File: src/rtl/vga_sprite_engine_if.sv
// Sprite attribute write port. The host side (master) loads shadow attributes
// into the renderer (slave); they take effect at the next frame tick.
interface vga_sprite_engine_if #(
    parameter int SEL_W   = 2,
    parameter int FRAME_W = 2
);
    logic               cfg_we;
    logic [SEL_W-1:0]   cfg_sel;
    logic [9:0]         cfg_x;
    logic [9:0]         cfg_y;
    logic [FRAME_W-1:0] cfg_frame;
    logic               cfg_vis;

    modport master (output cfg_we, cfg_sel, cfg_x, cfg_y, cfg_frame, cfg_vis);
    modport slave  (input  cfg_we, cfg_sel, cfg_x, cfg_y, cfg_frame, cfg_vis);
endinterface

File: src/rtl/vga_sprite_engine.sv
// Multi-sprite compositor: per-sprite hit test, priority pick, shared RGB565 ROM, 2-clk pipeline.
// Optional per-sprite frame animation is enabled with `define SPRITE_ANIM_EN.
module vga_sprite_hit #(
    parameter int SPR_W_LOG2 = 4,
    parameter int SPR_H_LOG2 = 4,
    parameter int FRAME_W    = 2,
    parameter int H_ACTIVE   = 640,
    parameter int V_ACTIVE   = 480,
    localparam int ADDR_WIDTH = FRAME_W + SPR_H_LOG2 + SPR_W_LOG2
) (
    input  logic [9:0]            h,
    input  logic [9:0]            v,
    input  logic [9:0]            x,
    input  logic [9:0]            y,
    input  logic [FRAME_W-1:0]    frame,
    input  logic                  vis,
    output logic                  hit,
    output logic [ADDR_WIDTH-1:0] addr
);
    localparam logic [10:0] H_LIM = 11'(H_ACTIVE);
    localparam logic [10:0] V_LIM = 11'(V_ACTIVE);
    localparam logic [10:0] W_LIM = 11'(2 ** SPR_W_LOG2);
    localparam logic [10:0] S_LIM = 11'(2 ** SPR_H_LOG2);

    logic [10:0] dx, dy;

    // 11-bit offsets: a sprite hanging past the right/bottom edge clips, never wraps
    always_comb begin
        dx   = {1'b0, h} - {1'b0, x};
        dy   = {1'b0, v} - {1'b0, y};
        hit  = vis && (h >= x) && (v >= y) && (dx < W_LIM) && (dy < S_LIM) &&
               ({1'b0, h} < H_LIM) && ({1'b0, v} < V_LIM);
        addr = {frame, dy[SPR_H_LOG2-1:0], dx[SPR_W_LOG2-1:0]};
    end
endmodule

module vga_sprite_engine #(
    parameter int          NUM_SPRITES = 4,
    parameter int          SPR_W_LOG2  = 4,
    parameter int          SPR_H_LOG2  = 4,
    parameter int          FRAME_W     = 2,
    parameter int          H_ACTIVE    = 640,
    parameter int          V_ACTIVE    = 480,
    parameter logic [15:0] KEY_COLOR   = 16'hF81F,
    parameter logic [15:0] BG_COLOR    = 16'h0000,
    parameter int          ANIM_DIV    = 8,
    localparam int ADDR_WIDTH = FRAME_W + SPR_H_LOG2 + SPR_W_LOG2,
    localparam int SEL_W      = (NUM_SPRITES > 1) ? $clog2(NUM_SPRITES) : 1
) (
    input  logic                  clk,
    input  logic                  rst_n,
    input  logic [9:0]            hcount_in,
    input  logic [9:0]            vcount_in,
    input  logic                  bright_in,
    input  logic                  hsync_in,
    input  logic                  vsync_in,
    vga_sprite_engine_if.slave    cfg,
    output logic [ADDR_WIDTH-1:0] rom_addr,
    input  logic [15:0]           rom_data,
    output logic [7:0]            vga_r,
    output logic [7:0]            vga_g,
    output logic [7:0]            vga_b,
    output logic                  hsync_out,
    output logic                  vsync_out,
    output logic                  bright_out,
    output logic                  frame_tick
);
    localparam logic [10:0] V_LIM = 11'(V_ACTIVE);

    if (NUM_SPRITES < 1 || NUM_SPRITES > 8 || ANIM_DIV < 1) begin : g_bad_param
        $error("vga_sprite_engine: NUM_SPRITES must be 1..8 and ANIM_DIV >= 1");
    end

    typedef struct packed {
        logic [9:0]         x;
        logic [9:0]         y;
        logic [FRAME_W-1:0] frame;
        logic               vis;
    } attr_t;

    attr_t shadow_d [NUM_SPRITES];
    attr_t shadow_q [NUM_SPRITES];
    attr_t active_d [NUM_SPRITES];
    attr_t active_q [NUM_SPRITES];

    logic [NUM_SPRITES-1:0]                 wr_sel, hit;
    logic [NUM_SPRITES-1:0][FRAME_W-1:0]    eff_frame;
    logic [NUM_SPRITES-1:0][ADDR_WIDTH-1:0] spr_addr;

    logic                  vblank_d, vblank_q, vblank2_q;
    logic [ADDR_WIDTH-1:0] rom_addr_d, rom_addr_q;
    logic                  hit_d;
    logic [2:1]            vld_pipe_q, hs_pipe_q, vs_pipe_q, hit_pipe_q;
    logic [15:0]           pix;

    assign vblank_d   = ({1'b0, vcount_in} >= V_LIM);
    assign frame_tick = vblank_q & ~vblank2_q;

    // Copy reads shadow_q, so a write landing on the tick cycle waits one frame
    always_comb begin
        shadow_d = shadow_q;
        active_d = active_q;
        for (int i = 0; i < NUM_SPRITES; i++) begin
            wr_sel[i] = cfg.cfg_we && (cfg.cfg_sel == SEL_W'(i));
            if (frame_tick) active_d[i] = shadow_q[i];
            if (wr_sel[i])  shadow_d[i] = '{x: cfg.cfg_x, y: cfg.cfg_y,
                                            frame: cfg.cfg_frame, vis: cfg.cfg_vis};
        end
    end

`ifdef SPRITE_ANIM_EN
    localparam int PH_W = (ANIM_DIV > 1) ? $clog2(ANIM_DIV) : 1;

    logic [PH_W-1:0]        phase_d [NUM_SPRITES];
    logic [PH_W-1:0]        phase_q [NUM_SPRITES];
    logic [FRAME_W-1:0]     anim_d  [NUM_SPRITES];
    logic [FRAME_W-1:0]     anim_q  [NUM_SPRITES];
    logic [NUM_SPRITES-1:0] reload_d, reload_q;

    // A frame write restarts the phase; the new base frame loads with the attributes at the tick
    always_comb begin
        phase_d  = phase_q;
        anim_d   = anim_q;
        reload_d = reload_q;
        for (int i = 0; i < NUM_SPRITES; i++) begin
            if (frame_tick) begin
                if (reload_q[i]) begin
                    anim_d[i]   = shadow_q[i].frame;
                    reload_d[i] = 1'b0;
                    phase_d[i]  = '0;
                end else if (phase_q[i] == PH_W'(ANIM_DIV - 1)) begin
                    phase_d[i] = '0;
                    anim_d[i]  = (anim_q[i] == '1) ? active_q[i].frame : anim_q[i] + 1'b1;
                end else begin
                    phase_d[i] = phase_q[i] + 1'b1;
                end
            end
            if (wr_sel[i]) begin
                phase_d[i]  = '0;
                reload_d[i] = 1'b1;
            end
            eff_frame[i] = anim_q[i];
        end
    end

    always_ff @(posedge clk or negedge rst_n) begin
        if (!rst_n) begin
            reload_q <= '0;
            for (int i = 0; i < NUM_SPRITES; i++) begin
                phase_q[i] <= '0;
                anim_q[i]  <= '0;
            end
        end else begin
            reload_q <= reload_d;
            phase_q  <= phase_d;
            anim_q   <= anim_d;
        end
    end
`else
    always_comb begin
        for (int i = 0; i < NUM_SPRITES; i++) eff_frame[i] = active_q[i].frame;
    end
`endif

    for (genvar i = 0; i < NUM_SPRITES; i++) begin : g_spr
        vga_sprite_hit #(
            .SPR_W_LOG2(SPR_W_LOG2), .SPR_H_LOG2(SPR_H_LOG2), .FRAME_W(FRAME_W),
            .H_ACTIVE(H_ACTIVE), .V_ACTIVE(V_ACTIVE)
        ) u_hit (
            .h(hcount_in), .v(vcount_in), .x(active_q[i].x), .y(active_q[i].y),
            .frame(eff_frame[i]), .vis(active_q[i].vis),
            .hit(hit[i]), .addr(spr_addr[i])
        );
    end

    // Descending scan so the lowest-index hit wins; no hit keeps the last address
    always_comb begin
        hit_d      = 1'b0;
        rom_addr_d = rom_addr_q;
        for (int i = NUM_SPRITES - 1; i >= 0; i--) begin
            if (hit[i]) begin
                hit_d      = 1'b1;
                rom_addr_d = spr_addr[i];
            end
        end
    end

    always_ff @(posedge clk or negedge rst_n) begin
        if (!rst_n) begin
            vblank_q   <= 1'b0;
            vblank2_q  <= 1'b0;
            rom_addr_q <= '0;
            vld_pipe_q <= '0;
            hs_pipe_q  <= '0;
            vs_pipe_q  <= '0;
            hit_pipe_q <= '0;
            for (int i = 0; i < NUM_SPRITES; i++) begin
                shadow_q[i] <= '0;
                active_q[i] <= '0;
            end
        end else begin
            vblank_q   <= vblank_d;
            vblank2_q  <= vblank_q;
            rom_addr_q <= rom_addr_d;
            vld_pipe_q <= {vld_pipe_q[1], bright_in};
            hs_pipe_q  <= {hs_pipe_q[1], hsync_in};
            vs_pipe_q  <= {vs_pipe_q[1], vsync_in};
            hit_pipe_q <= {hit_pipe_q[1], hit_d};
            shadow_q   <= shadow_d;
            active_q   <= active_d;
        end
    end

    assign rom_addr   = rom_addr_q;
    assign bright_out = vld_pipe_q[2];
    assign hsync_out  = hs_pipe_q[2];
    assign vsync_out  = vs_pipe_q[2];

    // rom_data lines up with stage-2 control; a keyed winner pixel shows background
    always_comb begin
        pix   = (hit_pipe_q[2] && (rom_data != KEY_COLOR)) ? rom_data : BG_COLOR;
        vga_r = 8'h00;
        vga_g = 8'h00;
        vga_b = 8'h00;
        if (vld_pipe_q[2]) begin
            vga_r = {pix[15:11], pix[15:13]};
            vga_g = {pix[10:5],  pix[10:9]};
            vga_b = {pix[4:0],   pix[4:2]};
        end
    end
endmodule

File: src/flat_wrapper.sv
// flat-port wrapper written by rule: the top's interface ports become plain ports
module vga_sprite_engine_flat 
#(
    parameter int          NUM_SPRITES = 4,
    parameter int          SPR_W_LOG2  = 4,
    parameter int          SPR_H_LOG2  = 4,
    parameter int          FRAME_W     = 2,
    parameter int          H_ACTIVE    = 640,
    parameter int          V_ACTIVE    = 480,
    parameter logic [15:0] KEY_COLOR   = 16'hF81F,
    parameter logic [15:0] BG_COLOR    = 16'h0000,
    parameter int          ANIM_DIV    = 8,
    localparam int ADDR_WIDTH = FRAME_W + SPR_H_LOG2 + SPR_W_LOG2,
    localparam int SEL_W      = (NUM_SPRITES > 1) ? $clog2(NUM_SPRITES) : 1
)
  (clk, rst_n, hcount_in, vcount_in, bright_in, hsync_in, vsync_in, rom_addr, rom_data, vga_r, vga_g, vga_b, hsync_out, vsync_out, bright_out, frame_tick, cfg_cfg_we, cfg_cfg_sel, cfg_cfg_x, cfg_cfg_y, cfg_cfg_frame, cfg_cfg_vis);
  vga_sprite_engine_if #(.SEL_W(2), .FRAME_W(FRAME_W)) cfg_i ();
  input  logic clk;
  input  logic rst_n;
  input  logic [9:0] hcount_in;
  input  logic [9:0] vcount_in;
  input  logic bright_in;
  input  logic hsync_in;
  input  logic vsync_in;
  output logic [ADDR_WIDTH-1:0] rom_addr;
  input  logic [15:0] rom_data;
  output logic [7:0] vga_r;
  output logic [7:0] vga_g;
  output logic [7:0] vga_b;
  output logic hsync_out;
  output logic vsync_out;
  output logic bright_out;
  output logic frame_tick;
  input wire logic [$bits(cfg_i.cfg_we)-1:0] cfg_cfg_we;
  input wire logic [$bits(cfg_i.cfg_sel)-1:0] cfg_cfg_sel;
  input wire logic [$bits(cfg_i.cfg_x)-1:0] cfg_cfg_x;
  input wire logic [$bits(cfg_i.cfg_y)-1:0] cfg_cfg_y;
  input wire logic [$bits(cfg_i.cfg_frame)-1:0] cfg_cfg_frame;
  input wire logic [$bits(cfg_i.cfg_vis)-1:0] cfg_cfg_vis;
  assign cfg_i.cfg_we = cfg_cfg_we;
  assign cfg_i.cfg_sel = cfg_cfg_sel;
  assign cfg_i.cfg_x = cfg_cfg_x;
  assign cfg_i.cfg_y = cfg_cfg_y;
  assign cfg_i.cfg_frame = cfg_cfg_frame;
  assign cfg_i.cfg_vis = cfg_cfg_vis;
  vga_sprite_engine #(.NUM_SPRITES(NUM_SPRITES), .SPR_W_LOG2(SPR_W_LOG2), .SPR_H_LOG2(SPR_H_LOG2), .FRAME_W(FRAME_W), .H_ACTIVE(H_ACTIVE), .V_ACTIVE(V_ACTIVE), .KEY_COLOR(KEY_COLOR), .BG_COLOR(BG_COLOR), .ANIM_DIV(ANIM_DIV)) u_core (.clk(clk), .rst_n(rst_n), .hcount_in(hcount_in), .vcount_in(vcount_in), .bright_in(bright_in), .hsync_in(hsync_in), .vsync_in(vsync_in), .cfg(cfg_i), .rom_addr(rom_addr), .rom_data(rom_data), .vga_r(vga_r), .vga_g(vga_g), .vga_b(vga_b), .hsync_out(hsync_out), .vsync_out(vsync_out), .bright_out(bright_out), .frame_tick(frame_tick));
endmodule
File: config.mk
export PLATFORM = sky130hd
export DESIGN_NAME = vga_sprite_engine_flat
export DESIGN_NICKNAME = d
export VERILOG_FILES = /design/src/rtl/vga_sprite_engine_if.sv /design/src/rtl/vga_sprite_engine.sv /design/src/flat_wrapper.sv
export SDC_FILE = /design/constraint.sdc
export NUM_CORES = 1
export LEC_CHECK = 0
export CORE_MARGIN = 4
export CORE_UTILIZATION = 50
export DETAILED_ROUTE_END_ITERATION = 10
export MAX_ROUTING_LAYER = met4
export PLACE_DENSITY = 0.74
export SLEW_MARGIN = 10
export SYNTH_ARGS = -nofsm -noshare
export SYNTH_HDL_FRONTEND = slang
export SYNTH_SLANG_ARGS = --single-unit
File: constraint.sdc
create_clock -name clk -period 3.6 [get_ports clk]
set_clock_uncertainty 0.1 [all_clocks]
set_input_delay 0.36 -clock clk [delete_from_list [all_inputs] [get_ports clk]]
set_output_delay 0.36 -clock clk [all_outputs]
set_load 0.02 [all_outputs]
======== Word level (Yosys, flattened, before mapping) ========
Cells that the tools add are included.
storage, ports and cells
  memories ................................ 0
  input port bits ......................... 67
  register bits after elaboration ......... 204
  latch bits .............................. 0
  RAM bits ................................ 0
  memory bits (read-only) ................. 0
operators by class
  div/mod/pow operators ................... 0
  bitwise operators ....................... 2
  add/subtract/negate cells ............... 8
  $lt $le $gt $ge ......................... 19
  reduce and logical (&&, ||, !) cells .... 31
  multipliers ............................. 0
  equal/unequal tests ..................... 4
  shifts and indexed selects .............. 0
  muxes and demuxes ....................... 12
operators with widths
  cell                                                          count
  less-than comparator 11 x 5 -> 1 bit (second input constant)  8
  subtractor 10 x 10 -> 11 bit                                  8
  >= comparator 10 bit                                          8
  2-to-1 mux 10 bit                                             4
  logical AND 1 bit                                             29
  2-to-1 mux 8 bit                                              3
  2-to-1 mux 16 bit                                             1
  inequality test 16 bit (second input constant)                1
  >= comparator 10 x 9 -> 1 bit (second input constant)         1
  less-than comparator 10 bit (second input constant)           1
  less-than comparator 10 x 9 -> 1 bit (second input constant)  1
  == test 2 bit (second input constant)                         2
  2-to-1 mux 1 bit                                              4
  nonzero test 4 bit                                            1
  == test 2 x 1 -> 1 bit (second input constant)                1
  logical NOT 2 bit                                             1
  bitwise AND 1 bit                                             1
  NOT 1 bit                                                     1

======== Longest topological paths before layout ========
  word-level depth ........................ 11
  gate-level depth with buffers ........... 14
  mapped depth without buffers ............ 13

======== By module ========
Synthesis repeated with hierarchy kept, for this count alone.
unflattened totals
  cell total of the unflattened synthesis .. 1114
  area total of the unflattened synthesis .. 12200.5 sq um
by module, submodules not included
  module                                      cells an instance  instances  area each (sq um)
  vga_sprite_engine                           492                1          7935.1
  vga_sprite_hit (u_core.g_spr[2].u_hit ...)  156                2          1084.8
  vga_sprite_hit (u_core.g_spr[0].u_hit)      157                1          1059.8
  vga_sprite_hit (u_core.g_spr[1].u_hit)      153                1          1036.0

======== Worst setup path before layout ========
OpenSTA, ideal clock, no wires.
  kind .................................... input to register
  start ................................... input vcount_in[0]
  end ..................................... register u_core.rom_addr_q[8] (netlist: u_core.rom_addr[8])
  setup slack ............................. 251 ps
  library setup time ...................... 134 ps
  data required time ...................... 3366 ps
  arrival time ............................ 3116 ps
  cell stages on the path ................. 13
  cells stage by stage .................... inv_1 > ha_1 > fa_1 > nand2b_1 > a211oi_2 > o21ai_1 > a221oi_1 > mux2i_1 > or4_1 > buf_2 > mux2_2 > o211ai_1 > o21ai_1
on the way
  word-level cells in the longest chain between the ends .. 9
  elaborated cells between the ends (all ways) .. 37
RTL lines
  item                                                                                  line                      source
  from (decl)                                                                           flat_wrapper.sv:21        input logic [9:0] vcount_in;
  parallel branches: the longest is 9 deep, another holds subtractor 10 x 10 -> 11 bit  -
  to (signal assigned)                                                                  vga_sprite_engine.sv:204  rom_addr_q <= rom_addr_d;
  to (decl)                                                                             vga_sprite_engine.sv:91   logic [ADDR_WIDTH-1:0] rom_addr_d, rom_addr_q;
Parallel ways; which one is timed is not known.
A chain may end at the register's enable or synchronous reset.

======== Final worst setup path ========
  start ................................... input hcount_in[0]
  end ..................................... register u_core.rom_addr_q[8] (netlist: u_core.rom_addr[8])
on the way
  word-level cells in the longest chain between the ends .. 10
  elaborated cells between the ends (all ways) .. 41
RTL lines
  item                                                                                   line                source
  from (decl)                                                                            flat_wrapper.sv:20  input logic [9:0] hcount_in;
  parallel branches: the longest is 10 deep, another holds subtractor 10 x 10 -> 11 bit  -
Parallel ways; which one is timed is not known.

==> metrics.txt <==
full die area between 20000 and 30000 um^2; slowest CP cell a2111oi_1; vias per cell between 5 and 6; Flop pwr share ~34%; Clock Sinks between 200 and 250; Die Span Y roughly 160 um; final setup vio count 0; critical path launch point type input port; area growth from synthesis to layout 29.3%; post-DP HPWL 27700 um; Hold Fails Final Rpt 0; Clk pwr share 26.8%; multi-input logic area 6690 um^2; Tot Pwr around 8900 uW; Worst Path Arrival around 3.8 ns; slowest stage delay, CP roughly 0.54 ns; Yosys reg bits approximately 200; fin nets roughly 1700; Post-Syn Area 12300 um^2; Bufs and invs on worst path 3; top cell family by delay on the critical path compound AO/OA/AOI/OAI gates; Final ANT Viol Nets 0; Ys Warns 0; final worst setup slack 0.0642 ns; ys async rst share between 90% and 100%; status finished clean; DIE WIDTH about 160 um; largest net degree at the start of global routing 100; routed wire length 35500 um; CTS tree done; dpl ws -0.490 ns; Post-Route Setup TNS 0 ns; Root Driver clkbuf_16; number of synthesized flops with an enable pin 0; WL per Instance about 19 um; relative max-transition margin between 30 and 40%; Post-Syn Instances approximately 1200; row cnt 57; sw frac between 30% and 40%; CTS buffer count 22; slew of the pin with the lowest slew margin ~0.90 ns; CP required slightly below 4 ns; R2R cell count 12; 1st-iter DRT viols between 800 and 900; Fillers 1959; 1st-pass router iterations 5; hold crit path type input port to flip-flop; clk slew on worst S/H paths ~0.07 ns; most common cell after layout, fill and taps aside dfrtp_1; CP endpoint kind flip-flop; Hold Crit Depth 1; Tcrit/Tclk final approximately 98%; # port buffers between 100 and 150; clk_lat worst skew between 0.5 and 0.6 ns; synth unique cells 84; WHS approximately 0.18 ns; fmax approximately 280 MHz; Max-Cap Viols 0; number of remaining DRC errors 0; antenna violations before repair 1; Total GRT Usage 26.9%; GRT overflow 0; layout cell share with drive strength beyond 1 between 20% and 30%; max-slew violation count 0; H-tree level count 1; Critical Path Fanout Max 8; peak supply drop around 0.42 mV; global-route wire length before repair roughly 55000 um; I/O pin count approximately 110; critical path type input port to flip-flop; NetSw 2990 uW; sequential fraction of the synthesis area 41.5%; Syn Nets roughly 1400; CP Depth 14; effective utilization at floorplan 50.8%; synthesized area per cell 9.93 um^2; clk buf depth 3; Sequential Area 5100 um^2; leak pwr ~0.0071 uW; crit-path cells clkdlybuf4s50_1, inv_2, ha_1, fa_1, nand2b_1, a21oi_2, xor2_1, a2111oi_1, nand4b_1, or4_1, buf_6, mux2_1, o211ai_1, o21ai_1; Placeable Area ~24000 um^2; commonest non-fill, non-tap cells in the layout dfrtp_1, buf_4, o21ai_0, mux2_2, inv_1; clock period minus worst slack between 3 and 4 ns; Synth Flop Type dfrtp_1; routability congestion estimate between 1 and 1.5; P per Cell Area between 500 and 600 nW/um^2; combinational power share roughly two fifths; vias after detailed routing 10500; P_int about 5900 uW; vias in the first global route around 10000
[cells in the mapped netlist (7+ instances only)]
cell / instances / area share (%)
buf_4: 8 / 0.49
mux2i_1: 18 / 1.5
nand2b_1: 19 / 0.97
a21oi_1: 39 / 1.6
inv_1: 108 / 3.3
nor4_1: 14 / 0.71
o21ai_1: 10 / 0.41
nand2_1: 105 / 3.2
ha_1: 80 / 8.1
nand4b_1: 8 / 0.57
o21a_1: 12 / 0.73
nor2_1: 60 / 1.8
o2111ai_1: 11 / 0.78
a31oi_1: 8 / 0.41
o21bai_1: 7 / 0.43
mux2_2: 117 / 11
o211ai_1: 16 / 0.98
nand3b_1: 10 / 0.61
xnor2_1: 11 / 0.78
o21ai_0: 118 / 4.8
nor2b_1: 17 / 0.86
fa_1: 8 / 1.3
and2_1: 20 / 1.0
or4_1: 17 / 1.0
dfrtp_1: 204 / 41
nor3_1: 18 / 0.73
xor2_1: 14 / 1.0
clkbuf_1: 25 / 0.76
a211oi_1: 11 / 0.67
nand3_1: 14 / 0.57
a21o_1: 7 / 0.43
nand4_1: 7 / 0.36
[final timing paths]
check	start	to	slack, ns
setup / recovery	hcount_in[0]	u_core.rom_addr[8]$_DFFE_PN0P_	0.06
hold / removal	hsync_in	u_core.hs_pipe_q[1]$_DFF_PN0_	0.18
setup reg to reg	u_core.active_q[82]$_DFFE_PN0P_	u_core.rom_addr[8]$_DFFE_PN0P_	0.08
hold reg to reg	u_core.hs_pipe_q[1]$_DFF_PN0_	u_core.hs_pipe_q[2]$_DFF_PN0_	0.25
max in group asynchronous	rst_n	u_core.shadow_q[26]$_DFFE_PN0P_	2.23
min in group asynchronous	rst_n	u_core.active_q[62]$_DFFE_PN0P_	0.39
[worst register-to-register path, stage by stage, from the launching register on]
cell and delay (ns):
dfrtp_1 0.40, ha_1 0.22, fa_1 0.39, nand2b_1 0.20
a21oi_2 0.14, xor2_1 0.09, a2111oi_1 0.54, nand4b_1 0.19
or4_1 0.45, buf_6 0.17, mux2_1 0.33, o211ai_1 0.10
o21ai_1 0.09
[metal layers]
metal | vias up | track usage (%) | part of all wire [%] | wire [um]
met1 | 5116 | 36.1 | 44 | 15600
met3 | 61 | 3.92 | 6.5 | 2320
met5 | - | - | 0 | 0
met4 | 0 | 5.86 | 2.3 | 819
li1 | 5004 | - | - | -
met2 | 311 | 43.8 | 47 | 16700
[cells by family after synthesis]
group	synth area share [%]
adder cells (fa/ha/maj)	9.43
multiplexers	12.7
buffers and inverters	4.96
XOR/XNOR	1.78
AND/OR/NAND/NOR	14.4
AO/OA/AOI/OAI	15.3
flip-flops	41.5
[repair_timing]
item | CTS | global route
hold buffers | 1 | 0
setup endpoints to repair | 0 | 10
gates resized for setup | 0 | 23
hold endpoints to repair | 90 | 0
setup buffers | 0 | 2
[metrics by stage]
step	utilization, %	cells	instance area, um^2
floorplan	-	1239	12300
global placement	62.0	1812	15000
detailed placement	62.0	1812	15000
CTS	65.2	1853	15800
global route	65.6	1856	15900
finish	65.6	1856	15900
[final cells by class]
cell class,instances,area share [%]
multi-input combinational,884,42.0
timing repair buffer,295,15.9
antenna,1,0.0157
inverter,108,2.55
sequential,204,32.1
clock buffer,32,4.01
clock inverter,8,0.849
tap,324,2.55
[registers in the layout, summed over array words and instances (netlist names)]
register	count
u_core.hit_pipe_q	2
u_core.hs_pipe_q	2
u_core.rom_addr	10
u_core.vs_pipe_q	2
u_core.shadow_q	92
u_core.vblank_q	1
u_core.vblank2_q	1
u_core.vld_pipe_q	2
u_core.active_q	92
[power groups by stage]
stage               Clock, uW  Sequential (uW)  Combinational, uW
floorplan                   0             2910               2010
global placement            0             2980               3350
detailed placement          0             3010               3420
CTS                      2430             2970               3450
global route             2530             3010               3860
finish                   2380             2970               3520
(Power assumes the default switching activity.)
